`src/rtl/lcd_frame_writer.sv`:
```
// lcd_frame_writer: HD44780 16x2 power-up/init, then endless two-line
// refresh from a latched 256-bit frame, with hex-digit to ASCII mapping.
// Ports: iCLK_50MHZ, iRST_N (async, low), dataLCD[255:0] frame in;
//        DATA_BUS[7:0] (always driven), LCD_RW (0), LCD_E, LCD_RS out;
//        oINIT_DONE (sticky), oFRAME_DONE (1-cycle pulse) out.
// Option: define LCD_FRAME_CMP_EN to hold off refresh while the frame
//         matches the last snapshot.
module lcd_frame_writer #(
  parameter int PWRUP_WAIT_CYC = 750000,
  parameter int E_SETUP_CYC    = 4,
  parameter int E_PULSE_CYC    = 16,
  parameter int E_HOLD_CYC     = 4,
  parameter int CMD_WAIT_CYC   = 2500,
  parameter int CLEAR_WAIT_CYC = 100000
) (
  input  logic         iCLK_50MHZ,
  input  logic         iRST_N,
  input  logic [255:0] dataLCD,
  inout  wire  [7:0]   DATA_BUS,
  output logic         LCD_RW,
  output logic         LCD_E,
  output logic         LCD_RS,
  output logic         oINIT_DONE,
  output logic         oFRAME_DONE
);

  function automatic int max2(input int a, input int b);
    return (a > b) ? a : b;
  endfunction

  localparam int MAXP = max2(
    max2(max2(PWRUP_WAIT_CYC, E_SETUP_CYC), max2(E_PULSE_CYC, E_HOLD_CYC)),
    max2(CMD_WAIT_CYC, CLEAR_WAIT_CYC));
  localparam int CW = $clog2(MAXP + 1);

  localparam logic [CW-1:0] PWRUP_LAST = CW'(PWRUP_WAIT_CYC - 1);
  localparam logic [CW-1:0] SETUP_LAST = CW'(E_SETUP_CYC - 1);
  localparam logic [CW-1:0] PULSE_LAST = CW'(E_PULSE_CYC - 1);
  localparam logic [CW-1:0] HOLD_LAST  = CW'(E_HOLD_CYC - 1);
  localparam logic [CW-1:0] CMD_LAST   = CW'(CMD_WAIT_CYC - 1);
  localparam logic [CW-1:0] CLEAR_LAST = CW'(CLEAR_WAIT_CYC - 1);

  typedef enum logic [2:0] {
    S_PWRUP, S_INIT, S_ADDR1, S_LINE1, S_ADDR2, S_LINE2
  } state_t;

  typedef enum logic [1:0] {
    T_SETUP, T_PULSE, T_HOLD, T_WAIT
  } xfer_t;

  state_t         state;
  xfer_t          xs;
  logic           busy;
  logic [CW-1:0]  cnt;
  logic [3:0]     idx;
  logic [255:0]   snap;
  logic [7:0]     bus_q;
  logic [CW-1:0]  wait_last;

  function automatic logic [7:0] xlate(input logic [7:0] b);
    if (b < 8'h0A)      return 8'h30 + b;
    else if (b < 8'h10) return 8'h37 + b;
    else                return b;
  endfunction

  // Byte for (line, col) of the snapshot, already translated.
  function automatic logic [7:0] pick(
    input logic [255:0] f,
    input logic         line,
    input logic [3:0]   col
  );
    logic [255:0] s;
    s = f << {line, col, 3'b000};
    return xlate(s[255:248]);
  endfunction

  function automatic logic [7:0] init_cmd(input logic [1:0] i);
    case (i)
      2'd0:    return 8'h38;
      2'd1:    return 8'h0C;
      2'd2:    return 8'h01;
      default: return 8'h06;
    endcase
  endfunction

  assign DATA_BUS = bus_q;
  assign LCD_RW   = 1'b0;

  // Clear needs the long settle; data bytes never take it.
  assign wait_last = (!LCD_RS && bus_q == 8'h01) ? CLEAR_LAST : CMD_LAST;

  always_ff @(posedge iCLK_50MHZ or negedge iRST_N) begin
    if (!iRST_N) begin
      state       <= S_PWRUP;
      xs          <= T_SETUP;
      busy        <= 1'b0;
      cnt         <= '0;
      idx         <= '0;
      snap        <= {32{8'h20}};
      bus_q       <= 8'h00;
      LCD_RS      <= 1'b0;
      LCD_E       <= 1'b0;
      oINIT_DONE  <= 1'b0;
      oFRAME_DONE <= 1'b0;
    end else begin
      oFRAME_DONE <= 1'b0;
      if (!busy) begin
        if (state == S_PWRUP) begin
          if (cnt == PWRUP_LAST) begin
            state  <= S_INIT;
            idx    <= '0;
            busy   <= 1'b1;
            cnt    <= '0;
            xs     <= T_SETUP;
            bus_q  <= 8'h38;
            LCD_RS <= 1'b0;
          end else begin
            cnt <= cnt + 1'b1;
          end
`ifdef LCD_FRAME_CMP_EN
        end else if (dataLCD != snap) begin
          snap   <= dataLCD;
          busy   <= 1'b1;
          cnt    <= '0;
          xs     <= T_SETUP;
          bus_q  <= 8'h80;
          LCD_RS <= 1'b0;
`endif
        end
      end else begin
        unique case (xs)
          T_SETUP: begin
            if (cnt == SETUP_LAST) begin
              xs    <= T_PULSE;
              LCD_E <= 1'b1;
              cnt   <= '0;
            end else begin
              cnt <= cnt + 1'b1;
            end
          end
          T_PULSE: begin
            if (cnt == PULSE_LAST) begin
              xs    <= T_HOLD;
              LCD_E <= 1'b0;
              cnt   <= '0;
            end else begin
              cnt <= cnt + 1'b1;
            end
          end
          T_HOLD: begin
            if (cnt == HOLD_LAST) begin
              xs  <= T_WAIT;
              cnt <= '0;
            end else begin
              cnt <= cnt + 1'b1;
            end
          end
          T_WAIT: begin
            if (cnt == wait_last) begin
              cnt <= '0;
              xs  <= T_SETUP;
              case (state)
                S_INIT: begin
                  if (idx == 4'd3) begin
                    oINIT_DONE <= 1'b1;
                    state      <= S_ADDR1;
                    snap       <= dataLCD;
                    bus_q      <= 8'h80;
                    LCD_RS     <= 1'b0;
                  end else begin
                    idx    <= idx + 4'd1;
                    bus_q  <= init_cmd(idx[1:0] + 2'd1);
                    LCD_RS <= 1'b0;
                  end
                end
                S_ADDR1: begin
                  state  <= S_LINE1;
                  idx    <= '0;
                  bus_q  <= pick(snap, 1'b0, 4'd0);
                  LCD_RS <= 1'b1;
                end
                S_LINE1: begin
                  if (idx == 4'd15) begin
                    state  <= S_ADDR2;
                    bus_q  <= 8'hC0;
                    LCD_RS <= 1'b0;
                  end else begin
                    idx    <= idx + 4'd1;
                    bus_q  <= pick(snap, 1'b0, idx + 4'd1);
                    LCD_RS <= 1'b1;
                  end
                end
                S_ADDR2: begin
                  state  <= S_LINE2;
                  idx    <= '0;
                  bus_q  <= pick(snap, 1'b1, 4'd0);
                  LCD_RS <= 1'b1;
                end
                S_LINE2: begin
                  if (idx == 4'd15) begin
                    oFRAME_DONE <= 1'b1;
                    state       <= S_ADDR1;
`ifdef LCD_FRAME_CMP_EN
                    busy        <= 1'b0;
`else
                    snap        <= dataLCD;
                    bus_q       <= 8'h80;
                    LCD_RS      <= 1'b0;
`endif
                  end else begin
                    idx    <= idx + 4'd1;
                    bus_q  <= pick(snap, 1'b1, idx + 4'd1);
                    LCD_RS <= 1'b1;
                  end
                end
                default: busy <= 1'b0;
              endcase
            end else begin
              cnt <= cnt + 1'b1;
            end
          end
        endcase
      end
    end
  end

endmodule

```
`config.mk`:
```
export PLATFORM = sky130hd
export DESIGN_NAME = lcd_frame_writer
export DESIGN_NICKNAME = d
export VERILOG_FILES = /design/src/rtl/lcd_frame_writer.sv
export SDC_FILE = /design/constraint.sdc
export NUM_CORES = 1
export LEC_CHECK = 0
export BUFFER_PORTS_ARGS = -buffer_cell sky130_fd_sc_hd__buf_2
export CAP_MARGIN = 25
export CORE_MARGIN = 1.5
export CORE_UTILIZATION = 57
export CTS_CLUSTER_SIZE = 30
export DETAILED_ROUTE_END_ITERATION = 7
export PLACE_DENSITY = 0.89
export SLEW_MARGIN = 10
export SYNTH_ARGS = -nofsm -noshare
export SYNTH_HDL_FRONTEND = slang
export SYNTH_SLANG_ARGS = --single-unit
export TNS_END_PERCENT = 20
```
`constraint.sdc`:
```
create_clock -name iCLK_50MHZ -period 6.45 [get_ports iCLK_50MHZ]
set_input_delay 0.645 -clock iCLK_50MHZ [delete_from_list [all_inputs] [get_ports iCLK_50MHZ]]
set_output_delay 0.645 -clock iCLK_50MHZ [all_outputs]
set_load 0.02 [all_outputs]
```
==> results of run 1 <==
## layout make-up
cell class	instances	area, sq um
fillers	1791	8240
flip-flops and latches	298	7500
multi-input cells	754	7100
repair buffers	272	1450
clock buffers	43	976
well taps	335	419
clock inverters	15	173
inverters	41	154
diodes	19	47.5
## synthesized netlist by cell type (10+ instances only)
| library cell | number |
|---|---|
| sky130_fd_sc_hd__mux2_2 | 64 |
| sky130_fd_sc_hd__ha_1 | 20 |
| sky130_fd_sc_hd__buf_2 | 18 |
| sky130_fd_sc_hd__xnor2_1 | 21 |
| sky130_fd_sc_hd__o21ai_0 | 45 |
| sky130_fd_sc_hd__mux2_1 | 184 |
| sky130_fd_sc_hd__mux2i_1 | 27 |
| sky130_fd_sc_hd__dfstp_2 | 32 |
| sky130_fd_sc_hd__xor2_1 | 10 |
| sky130_fd_sc_hd__nand3_1 | 24 |
| sky130_fd_sc_hd__nor3_1 | 19 |
| sky130_fd_sc_hd__clkbuf_1 | 18 |
| sky130_fd_sc_hd__inv_1 | 38 |
| sky130_fd_sc_hd__dfrtp_1 | 266 |
| sky130_fd_sc_hd__a21oi_1 | 24 |
| sky130_fd_sc_hd__nor2_1 | 62 |
| sky130_fd_sc_hd__buf_4 | 27 |
| sky130_fd_sc_hd__nand2_1 | 62 |
| sky130_fd_sc_hd__mux4_2 | 66 |
## through the flow
| step | total power [mW] | cell area (sq um) | util |
|---|---|---|---|
| after detailed placement | 2.04 | 16600 | 0.637 |
| after global routing | 4.08 | 17800 | 0.683 |
| after global placement | 2.03 | 16600 | 0.636 |
| final | 3.97 | 17800 | 0.684 |
| after floorplan | 1.91 | 15100 | - |
| after CTS | 3.99 | 17700 | 0.681 |
## report_power, final
part	internal, mW	total (mW)	switching (mW)
registers	1.87	1.88	0.00567
clock network	1.18	1.96	0.784
logic	0.0576	0.124	0.0666
## per-layer routing
layer | up-vias | global-route usage | share of wire
met5 | - | 0 | 0.0012
met4 | 8 | 0.138 | 0.048
met3 | 149 | 0.0614 | 0.072
met2 | 519 | 0.483 | 0.49
met1 | 5442 | 0.383 | 0.39
li1 | 4745 | - | -
## sequential cells by signal, summed over array words and instances (netlist names)
name,cells
oINIT_DONE,1
cnt,20
DATA_BUS,8
oFRAME_DONE,1
state,3
busy,1
xs,2
LCD_E,1
idx,4
snap,256
LCD_RS,1
## logic make-up (layout without fill, tap and decap cells)
| logic type | count (synthesis) | count (layout) | synth area share |
|---|---|---|---|
| buffers and inverters | 108 | 371 | 0.0356 |
| AOI/OAI and AO/OA | 127 | 127 | 0.0556 |
| xor gates and xnor gates | 32 | 32 | 0.0191 |
| muxes | 341 | 341 | 0.301 |
| and+or+nand+nor | 233 | 233 | 0.0748 |
| adders and majority gates | 20 | 20 | 0.0166 |
| other | 1 | 20 | 0.000248 |
| DFF | 298 | 298 | 0.497 |
## critical path: cells and delay by family (launching register included)
family | cells | cell delay (ns)
fa+ha+maj | 2 | 1.26
flops | 1 | 0.76
simple gates | 1 | 0.14
compound gates | 3 | 1.02
buf+inv | 3 | 0.34
mux | 3 | 1.36
## final timing paths
path,slack (ns),startpoint,cells after the start,endpoint
min in group iCLK_50MHZ,0.18,DATA_BUS[7],2,DATA_BUS[7]$_DFFE_PN0P_
min reg2reg,0.46,oINIT_DONE$_DFFE_PN0P_,1,oINIT_DONE$_DFFE_PN0P_
max,1.40,idx[0]$_DFFE_PN0P_,12,DATA_BUS[2]$_DFFE_PN0P_
max reg2reg,1.40,idx[0]$_DFFE_PN0P_,12,DATA_BUS[2]$_DFFE_PN0P_
max in group asynchronous,4.73,iRST_N,2,idx[0]$_DFFE_PN0P_
min,0.12,iRST_N,1,snap[160]$_DFFE_PN0P_
==> parameters.txt, run 1 <==
Parameter                              Value

Run status
  Status ... finished, final reports clean

Setup path
  Crit-path cells ... inv_1, ha_2, mux4_2, mux4_2, inv_1, ha_1, inv_1, o32ai_1, nand2_1, mux2i_1, o221ai_1, a221o_1
  Start-to-end type of the worst setup path ... reg2reg
  Worst EP arrival ... 5.51 ns
  Delay contributed by the slowest stage of the critical path ... 1.05 ns
  CP most frequent cell ... sky130_fd_sc_hd__inv_1
  Maximum fanout count along the critical path ... 37
  Critical Path Sink Type ... flip-flop
  Required arrival time at the worst endpoint ... 6.91 ns
  Worst path slowest cell ... sky130_fd_sc_hd__ha_2
  Crit path launch type ... flip-flop

Logic synthesis
  Post-synth EDFFs ... 0
  Most used DFF post-synth ... sky130_fd_sc_hd__dfrtp_1
  Synth warn ... 0
  Syn Nets ... 1438
  Asr flop ratio synth ... 1.00
  Post-synthesis cell count ... 1160
  Flop and latch count out of synthesis ... 298
  Cell type contributing the most total cell area after synthesis ... sky130_fd_sc_hd__dfrtp_1
  Part of the Yosys area used for sequential elements ... 0.497
  Count of cell types in the netlist ... 66
  Syn Area/Cell ... 13.0 sq um
  Synth top area cells ... sky130_fd_sc_hd__dfrtp_1 (44%), sky130_fd_sc_hd__mux2_1 (14%), sky130_fd_sc_hd__mux4_2 (9.8%)
  Area fraction of the dominant cell type after synthesis ... 0.441
  Post-Syn Area ... 15100 sq um

Layout
  Share of post-route cells with drive strength above 1 ... 0.356
  Leading cell type in the layout, fill and taps excluded ... sky130_fd_sc_hd__dfrtp_1
  Nets ... 1676
  Number of non-filler instances in the completed layout ... 1777
  Syn-to-layout area delta ... 18.0%
  Highest-count cells in the layout ignoring fill and taps ... sky130_fd_sc_hd__dfrtp_1 (265), sky130_fd_sc_hd__buf_2 (260), sky130_fd_sc_hd__mux2_1 (184)

STA
  Setup TNS after final layout ... 0 ns
  Final number of setup-violating endpoints ... 0
  Largest clock skew in the final design ... 0.0149 ns
  Portion of the clock cycle consumed by the worst path in the final layout ... 0.783
  Count of pins over their slew limit ... 0
  Final Critical Period ... 5.05 ns
  Max-slew headroom at the worst pin ... 0.291
  Endpoints failing hold ... 0
  Worst-margin pin slew ... 1.06 ns
  RSZ-0062 raised after global routing ... no
  Final hold slack ... 0.118 ns
  Worst path setup slack after routing ... 1.40 ns
  F_max ... 198 MHz

Placed design
  GP Congestion ... 0.930
  Total instance count after detailed placement ... 1699
  Post-detail-place hpwl ... 28600 microns
  Number of buffers added on ports ... 261
  Setup Slack @ Placement ... 1.47 ns

Detailed routing
  Number of DRC markers after the initial detailed-route iteration ... 963
  Total via count in the routed design ... 10863
  Remaining DRCs ... 0
  Detailed Route WL ... 40800 microns
  WL/cell ... 22.9 microns
  Count of nets left with antenna violations after detail routing ... 0
  Average vias per placed instance ... 6.11
  Length of the first detailed-routing pass in iterations ... 6

Floorplanning
  Total core area ... 26100 sq um
  Horizontal extent of the die ... 166 microns
  Die Height ... 166 microns
  Site row count ... 59
  Number of top-level pins ... 271
  Die Footprint ... 27500 sq um
  Effective utilization at floorplan ... 0.579

Global routing
  Maximum number of pins on one net before global-route repair ... 183
  Overall track demand over capacity in global routing ... 0.296
  Final global-route overflow total ... 0
  Wire length of the first global-routing pass ... 63700 microns
  Number of antenna violations at the first check in global routing ... 18
  Via count of the first global-routing pass ... 11331

Run
  Max-Cap Viols ... 0

Power and ir drop
  Areal power density over the cells ... 223 nW/um^2
  Worst IR drop on VDD ... 0.198 mV
  Leakage dissipation ... 8.66 nW

Clocking
  Post-cts repair resize count ... 0
  Clock Root Buffer ... sky130_fd_sc_hd__clkbuf_16
  Number of H-tree branching levels ... 1
  Clock-pin slew of the registers on the worst-case setup and hold paths ... 0.07 ns
  TritonCTS clock tree ... yes
  Number of setup buffers added after CTS ... 0
  Sink Count ... 298
  Later-pin clock latency in the skew report ... 0.59 ns
  Clock buffers created by TritonCTS ... 31
  Max Root-Sink Buffers ... 3
  Count of hold buffers inserted by post-cts repair ... 0

Hold path
  Hold crit path type ... in2async
(Power assumes the default switching activity.)
==> inputs of run 2 (changes only) <==
clock period = 4.9 ns   (was 6.45 ns; I/O delays follow)
==> run 2 against run 1 <==
Against the previous run: worst hold slack got worse by 0.10 ns; combinational power rose by 38%; global-route usage rose by 0.14 points; clock skew rose by 0.0035 ns.
==> parameters.txt, run 2 (synthesis gave the netlist of run 1 again) <==
Parameter                              Value

Run status
  Status ... finished, final reports clean

STA
  Portion of the clock cycle consumed by the worst path in the final layout ... 0.881
  Final Critical Period ... 4.32 ns
  RSZ-0062 raised after global routing ... no
  Count of pins over their slew limit ... 0
  Setup TNS after final layout ... 0 ns
  Worst-margin pin slew ... 0.984 ns
  Final number of setup-violating endpoints ... 0
  F_max ... 232 MHz
  Final hold slack ... 0.0133 ns
  Largest clock skew in the final design ... 0.0184 ns
  Endpoints failing hold ... 0
  Worst path setup slack after routing ... 0.584 ns
  Max-slew headroom at the worst pin ... 0.344

Power and ir drop
  Areal power density over the cells ... 279 nW/um^2
  Worst IR drop on VDD ... 0.281 mV
  Leakage dissipation ... 8.61 nW
  Final total power ... 4.94 mW

Setup path
  Start-to-end type of the worst setup path ... reg2reg
  Worst EP arrival ... 4.77 ns
  Critical Path Sink Type ... flip-flop
  CP most frequent cell ... sky130_fd_sc_hd__inv_1
  Worst path slowest cell ... sky130_fd_sc_hd__ha_2
  Crit path launch type ... flip-flop
  CP top delay family ... multiplexers
  Maximum fanout count along the critical path ... 20
  Delay contributed by the slowest stage of the critical path ... 0.74 ns
  Required arrival time at the worst endpoint ... 5.36 ns
  Critical path buffers and inverters ... 4
  Crit-path cells ... inv_1, ha_2, buf_4, mux4_2, mux4_2, inv_1, ha_1, inv_1, o32ai_2, nand2_1, mux2i_1, o221ai_1, a221o_1

Global routing
  Via count of the first global-routing pass ... 11429
  Final global-route overflow total ... 0
  Number of antenna violations at the first check in global routing ... 8
  Overall track demand over capacity in global routing ... 0.298
  Maximum number of pins on one net before global-route repair ... 129
  Wire length of the first global-routing pass ... 64200 microns

Placed design
  Setup Slack @ Placement ... 0.635 ns
  Number of buffers added on ports ... 261
  GP Congestion ... 0.964
  Post-detail-place hpwl ... 29600 microns
  Post-placement cell area ... 16700 sq um
  Total instance count after detailed placement ... 1707

Floorplanning
  Site row count ... 59
  Total core area ... 26100 sq um
  Horizontal extent of the die ... 166 microns
  Die Footprint ... 27500 sq um
  Die Height ... 166 microns
  Effective utilization at floorplan ... 0.579
  Number of top-level pins ... 271

Clocking
  Post-cts repair resize count ... 0
  Max Root-Sink Buffers ... 3
  Clock-pin slew of the registers on the worst-case setup and hold paths ... 0.06 ns
  TritonCTS clock tree ... yes
  Clock Root Buffer ... sky130_fd_sc_hd__clkbuf_16
  Clock buffers created by TritonCTS ... 31
  Number of H-tree branching levels ... 1
  Count of hold buffers inserted by post-cts repair ... 0
  Sink Count ... 298
  Number of setup buffers added after CTS ... 0
  Later-pin clock latency in the skew report ... 0.58 ns

Layout
  Core Util, Final ... 0.679
  Highest-count cells in the layout ignoring fill and taps ... sky130_fd_sc_hd__dfrtp_1 (265), sky130_fd_sc_hd__buf_2 (260), sky130_fd_sc_hd__mux2_1 (184)
  Syn-to-layout area delta ... 17.2%
  Fill cells ... 1804
  Nets ... 1683
  Share of post-route cells with drive strength above 1 ... 0.356
  Register with the most flip-flops ... snap
  Number of non-filler instances in the completed layout ... 1771
  Leading cell type in the layout, fill and taps excluded ... sky130_fd_sc_hd__dfrtp_1
  Largest register FFs ... 256
  Final cell area excluding filler cells ... 17700 sq um

Detailed routing
  Length of the first detailed-routing pass in iterations ... 6
  Number of DRC markers after the initial detailed-route iteration ... 996
  WL/cell ... 22.9 microns
  Average vias per placed instance ... 6.18
  Total via count in the routed design ... 10936
  Remaining DRCs ... 0
  Detailed Route WL ... 40600 microns
  Count of nets left with antenna violations after detail routing ... 0

Hold path
  Hold crit path type ... in2async

Run
  Max-Cap Viols ... 0
## run 2: changes by cell type in the layout (fill, tap and decap cells not counted), moves of 2 or more
cell / change
sky130_fd_sc_hd__clkbuf_8: -2
sky130_fd_sc_hd__diode_2: -13
sky130_fd_sc_hd__buf_12: +2
sky130_fd_sc_hd__buf_4: +6
sky130_fd_sc_hd__clkbuf_16: -4
sky130_fd_sc_hd__clkinv_2: +2
sky130_fd_sc_hd__clkbuf_1: +5
sky130_fd_sc_hd__bufinv_16: -2
sky130_fd_sc_hd__clkinvlp_4: +3
## run 2: area by class of cell
type / count / area (sq um) / share of cell area
antenna: 6 / 15.0 / 0.000849
clock buffer: 42 / 867 / 0.0490
clock inverter: 16 / 130 / 0.00736
inverter: 41 / 154 / 0.00870
multi-input combinational: 754 / 7100 / 0.401
sequential: 298 / 7500 / 0.424
tap: 335 / 419 / 0.0237
timing repair buffer: 279 / 1510 / 0.0851
## run 2: path summary, 6_finish.rpt
kind,start,to,slack [ns],cells past startpoint
setup / recovery,idx[0]$_DFFE_PN0P_,DATA_BUS[2]$_DFFE_PN0P_,0.58,13
hold / removal,iRST_N,snap[199]$_DFFE_PN0P_,0.01,1
setup reg to reg,idx[0]$_DFFE_PN0P_,DATA_BUS[2]$_DFFE_PN0P_,0.58,13
hold reg to reg,oINIT_DONE$_DFFE_PN0P_,oINIT_DONE$_DFFE_PN0P_,0.46,1
max in group asynchronous,iRST_N,snap[11]$_DFFE_PN0P_,3.50,2
min in group iCLK_50MHZ,DATA_BUS[7],DATA_BUS[7]$_DFFE_PN0P_,0.03,2
## run 2: power by group
group / total, mW / internal (mW) / switching [mW] / leakage (nW)
Clock: 2.30 / 1.30 / 1.00 / 0.489
Combinational: 0.171 / 0.0766 / 0.0940 / 4.19
Sequential: 2.47 / 2.46 / 0.00790 / 3.92
## run 2: metal layers
metal / GRT usage / share of wire
met1: 0.390 / 0.39
met2: 0.493 / 0.49
met3: 0.0547 / 0.076
met4: 0.120 / 0.044
met5: 0 / 0.00032
## run 2: worst reg2reg max path, delay by kind of cell (launching register included)
family | cells | cell delay (ns)
AOI/OAI and AO/OA | 3 | 0.84
adders and majority gates | 2 | 0.95
buffers and inverters | 4 | 0.67
DFF | 1 | 0.61
muxes | 3 | 1.03
and+or+nand+nor | 1 | 0.12
==> inputs of run 3 (changes only) <==
CELL_PAD_IN_SITES_DETAIL_PLACEMENT = 0   (was default)
CELL_PAD_IN_SITES_GLOBAL_PLACEMENT = 2   (was default)
CORE_UTILIZATION = 38   (was 57)
PLACE_DENSITY = 0.88   (was 0.89)
==> run 3 against run 2 <==
Against the previous run: core utilization shrank 21 points; wire length increased by 1.5%; worst hold slack improved by 0.045 ns; critical endpoint unchanged; count of clock-buffer cells in the layout increased by 5; combinational power decreased by 6%; via count is 4.5% lower; power up 9.0%.
==> parameters.txt, run 3 (synthesis gave the netlist of run 1 again) <==
Parameter                              Value

Global routing
  Final global-route overflow total ... 0
  Maximum number of pins on one net before global-route repair ... 145
  Number of antenna violations at the first check in global routing ... 22
  Wire length of the first global-routing pass ... 64200 microns
  Overall track demand over capacity in global routing ... 0.204
  Via count of the first global-routing pass ... 10998

Floorplanning
  Horizontal extent of the die ... 202 microns
  Effective utilization at floorplan ... 0.388
  Die Height ... 202 microns
  Die Footprint ... 40900 sq um
  Site row count ... 72
  Total core area ... 38900 sq um
  Number of top-level pins ... 271

Layout
  Share of post-route cells with drive strength above 1 ... 0.358
  Leading cell type in the layout, fill and taps excluded ... sky130_fd_sc_hd__dfrtp_1
  Nets ... 1689
  Syn-to-layout area delta ... 20.4%
  Largest register FFs ... 256
  Highest-count cells in the layout ignoring fill and taps ... sky130_fd_sc_hd__dfrtp_1 (265), sky130_fd_sc_hd__buf_2 (260), sky130_fd_sc_hd__mux2_1 (184)
  Number of non-filler instances in the completed layout ... 1968
  Register with the most flip-flops ... snap
  Final cell area excluding filler cells ... 18200 sq um

Detailed routing
  Count of nets left with antenna violations after detail routing ... 0
  Total via count in the routed design ... 10449
  Remaining DRCs ... 0
  Length of the first detailed-routing pass in iterations ... 5
  Average vias per placed instance ... 5.31
  Number of DRC markers after the initial detailed-route iteration ... 572
  WL/cell ... 20.9 microns
  Detailed Route WL ... 41200 microns

Clocking
  Clock buffers created by TritonCTS ... 35
  Later-pin clock latency in the skew report ... 0.54 ns
  Count of hold buffers inserted by post-cts repair ... 0
  Post-cts repair resize count ... 0
  Sink Count ... 298
  Clock-pin slew of the registers on the worst-case setup and hold paths ... 0.06 ns
  TritonCTS clock tree ... yes
  Max Root-Sink Buffers ... 3
  Clock Root Buffer ... sky130_fd_sc_hd__clkbuf_16
  Number of H-tree branching levels ... 2
  Number of setup buffers added after CTS ... 0

STA
  Max-slew headroom at the worst pin ... 0.229
  Largest clock skew in the final design ... 0.0159 ns
  Endpoints failing hold ... 0
  Final Critical Period ... 4.11 ns
  Portion of the clock cycle consumed by the worst path in the final layout ... 0.838
  F_max ... 243 MHz
  Final hold slack ... 0.0580 ns
  Setup TNS after final layout ... 0 ns
  Final number of setup-violating endpoints ... 0
  RSZ-0062 raised after global routing ... no
  Worst-margin pin slew ... 1.16 ns
  Count of pins over their slew limit ... 0

Setup path
  Worst EP arrival ... 4.53 ns
  Worst reg2reg path startpoint ... idx[1]$_DFFE_PN0P_
  FF-to-FF path depth ... 13
  Critical Path Sink Type ... flip-flop
  FF-to-FF setup slack ... 0.79 ns
  Crit path launch type ... flip-flop
  Crit path launch ... idx[1]$_DFFE_PN0P_
  Worst R2R End ... DATA_BUS[2]$_DFFE_PN0P_
  Maximum fanout count along the critical path ... 14
  Required arrival time at the worst endpoint ... 5.32 ns
  Start-to-end type of the worst setup path ... reg2reg

Power and ir drop
  Final total power ... 5.38 mW
  Leakage dissipation ... 8.73 nW
  Areal power density over the cells ... 296 nW/um^2
  Worst IR drop on VDD ... 0.275 mV

Placed design
  GP Congestion ... 0.878
  Number of buffers added on ports ... 261
  Post-detail-place hpwl ... 30400 microns
  Post-placement cell area ... 16900 sq um
  Total instance count after detailed placement ... 1892

Run status
  Status ... finished, final reports clean

Hold path
  Endpoint, Worst Hold ... DATA_BUS[7]$_DFFE_PN0P_
  Number of instances on the worst hold path ... 2
  Hold crit path type ... in2reg
  Hold wc startpoint ... DATA_BUS[7]

Run
  Max-Cap Viols ... 0
-- run 3: cell count changes in the layout (fill, tap and decap cells not counted), sizes merged --
cell / delta
clkinvlp: -4
inv: -1
clkbuf: +5
buf: +2
diode: +7
bufinv: +5
-- run 3: final cells by class --
type	count	area, sq um
Antenna cell	13	32.5
Clock buffer	47	961
Clock inverter	16	253
Fill cell	3590	20700
Inverter	41	154
Multi-Input combinational cell	754	7110
Sequential cell	298	7500
Tap cell	518	648
Timing Repair Buffer	281	1520
-- run 3: how the worst max path moves through the flow --
stage	end	slack, ns	depth (start not counted)
2_1_floorplan	DATA_BUS[2]$_DFFE_PN0P_	0.03	21
3_3_place_gp	DATA_BUS[4]$_DFFE_PN0P_	0.90	14
3_5_place_dp	DATA_BUS[4]$_DFFE_PN0P_	0.82	14
4_1_cts	DATA_BUS[2]$_DFFE_PN0P_	0.80	13
5_1_grt	DATA_BUS[4]$_DFFE_PN0P_	0.33	14
6_report	DATA_BUS[2]$_DFFE_PN0P_	0.79	13
-- run 3: routing by layer --
layer  vias up  track usage  routed length [microns]
met5         -            0                       95
met4        16       0.0701                      983
met3        82       0.0609                     3150
met2       303        0.328                    19700
met1      5272        0.264                    17300
li1       4776            -                        -
-- run 3: stage by stage --
stage / util / setup slack (ns)
2_1_floorplan: - / 0.0348
4_1_cts: 0.466 / 0.798
6_report: 0.467 / 0.792
5_1_grt: 0.467 / 0.332
3_5_place_dp: 0.435 / 0.821
3_3_place_gp: 0.435 / 0.905
-- run 3: critical path, cell delays in order, from the launching register on --
cell and delay [ns]:
sky130_fd_sc_hd__dfrtp_1 0.43, sky130_fd_sc_hd__inv_1 0.09, sky130_fd_sc_hd__ha_2 0.69, sky130_fd_sc_hd__buf_4 0.36
sky130_fd_sc_hd__mux4_2 0.35, sky130_fd_sc_hd__mux4_2 0.48, sky130_fd_sc_hd__inv_1 0.13, sky130_fd_sc_hd__ha_1 0.21
sky130_fd_sc_hd__inv_1 0.08, sky130_fd_sc_hd__o32ai_2 0.40, sky130_fd_sc_hd__nand2_1 0.12, sky130_fd_sc_hd__mux2i_1 0.18
sky130_fd_sc_hd__o221ai_1 0.15, sky130_fd_sc_hd__a221o_1 0.31
-- run 3: power by group --
part           switching [mW]  internal [mW]  leakage [nW]
Sequential            0.00884           2.46          3.92
Clock                    1.05           1.70         0.599
Combinational          0.0844         0.0765          4.21
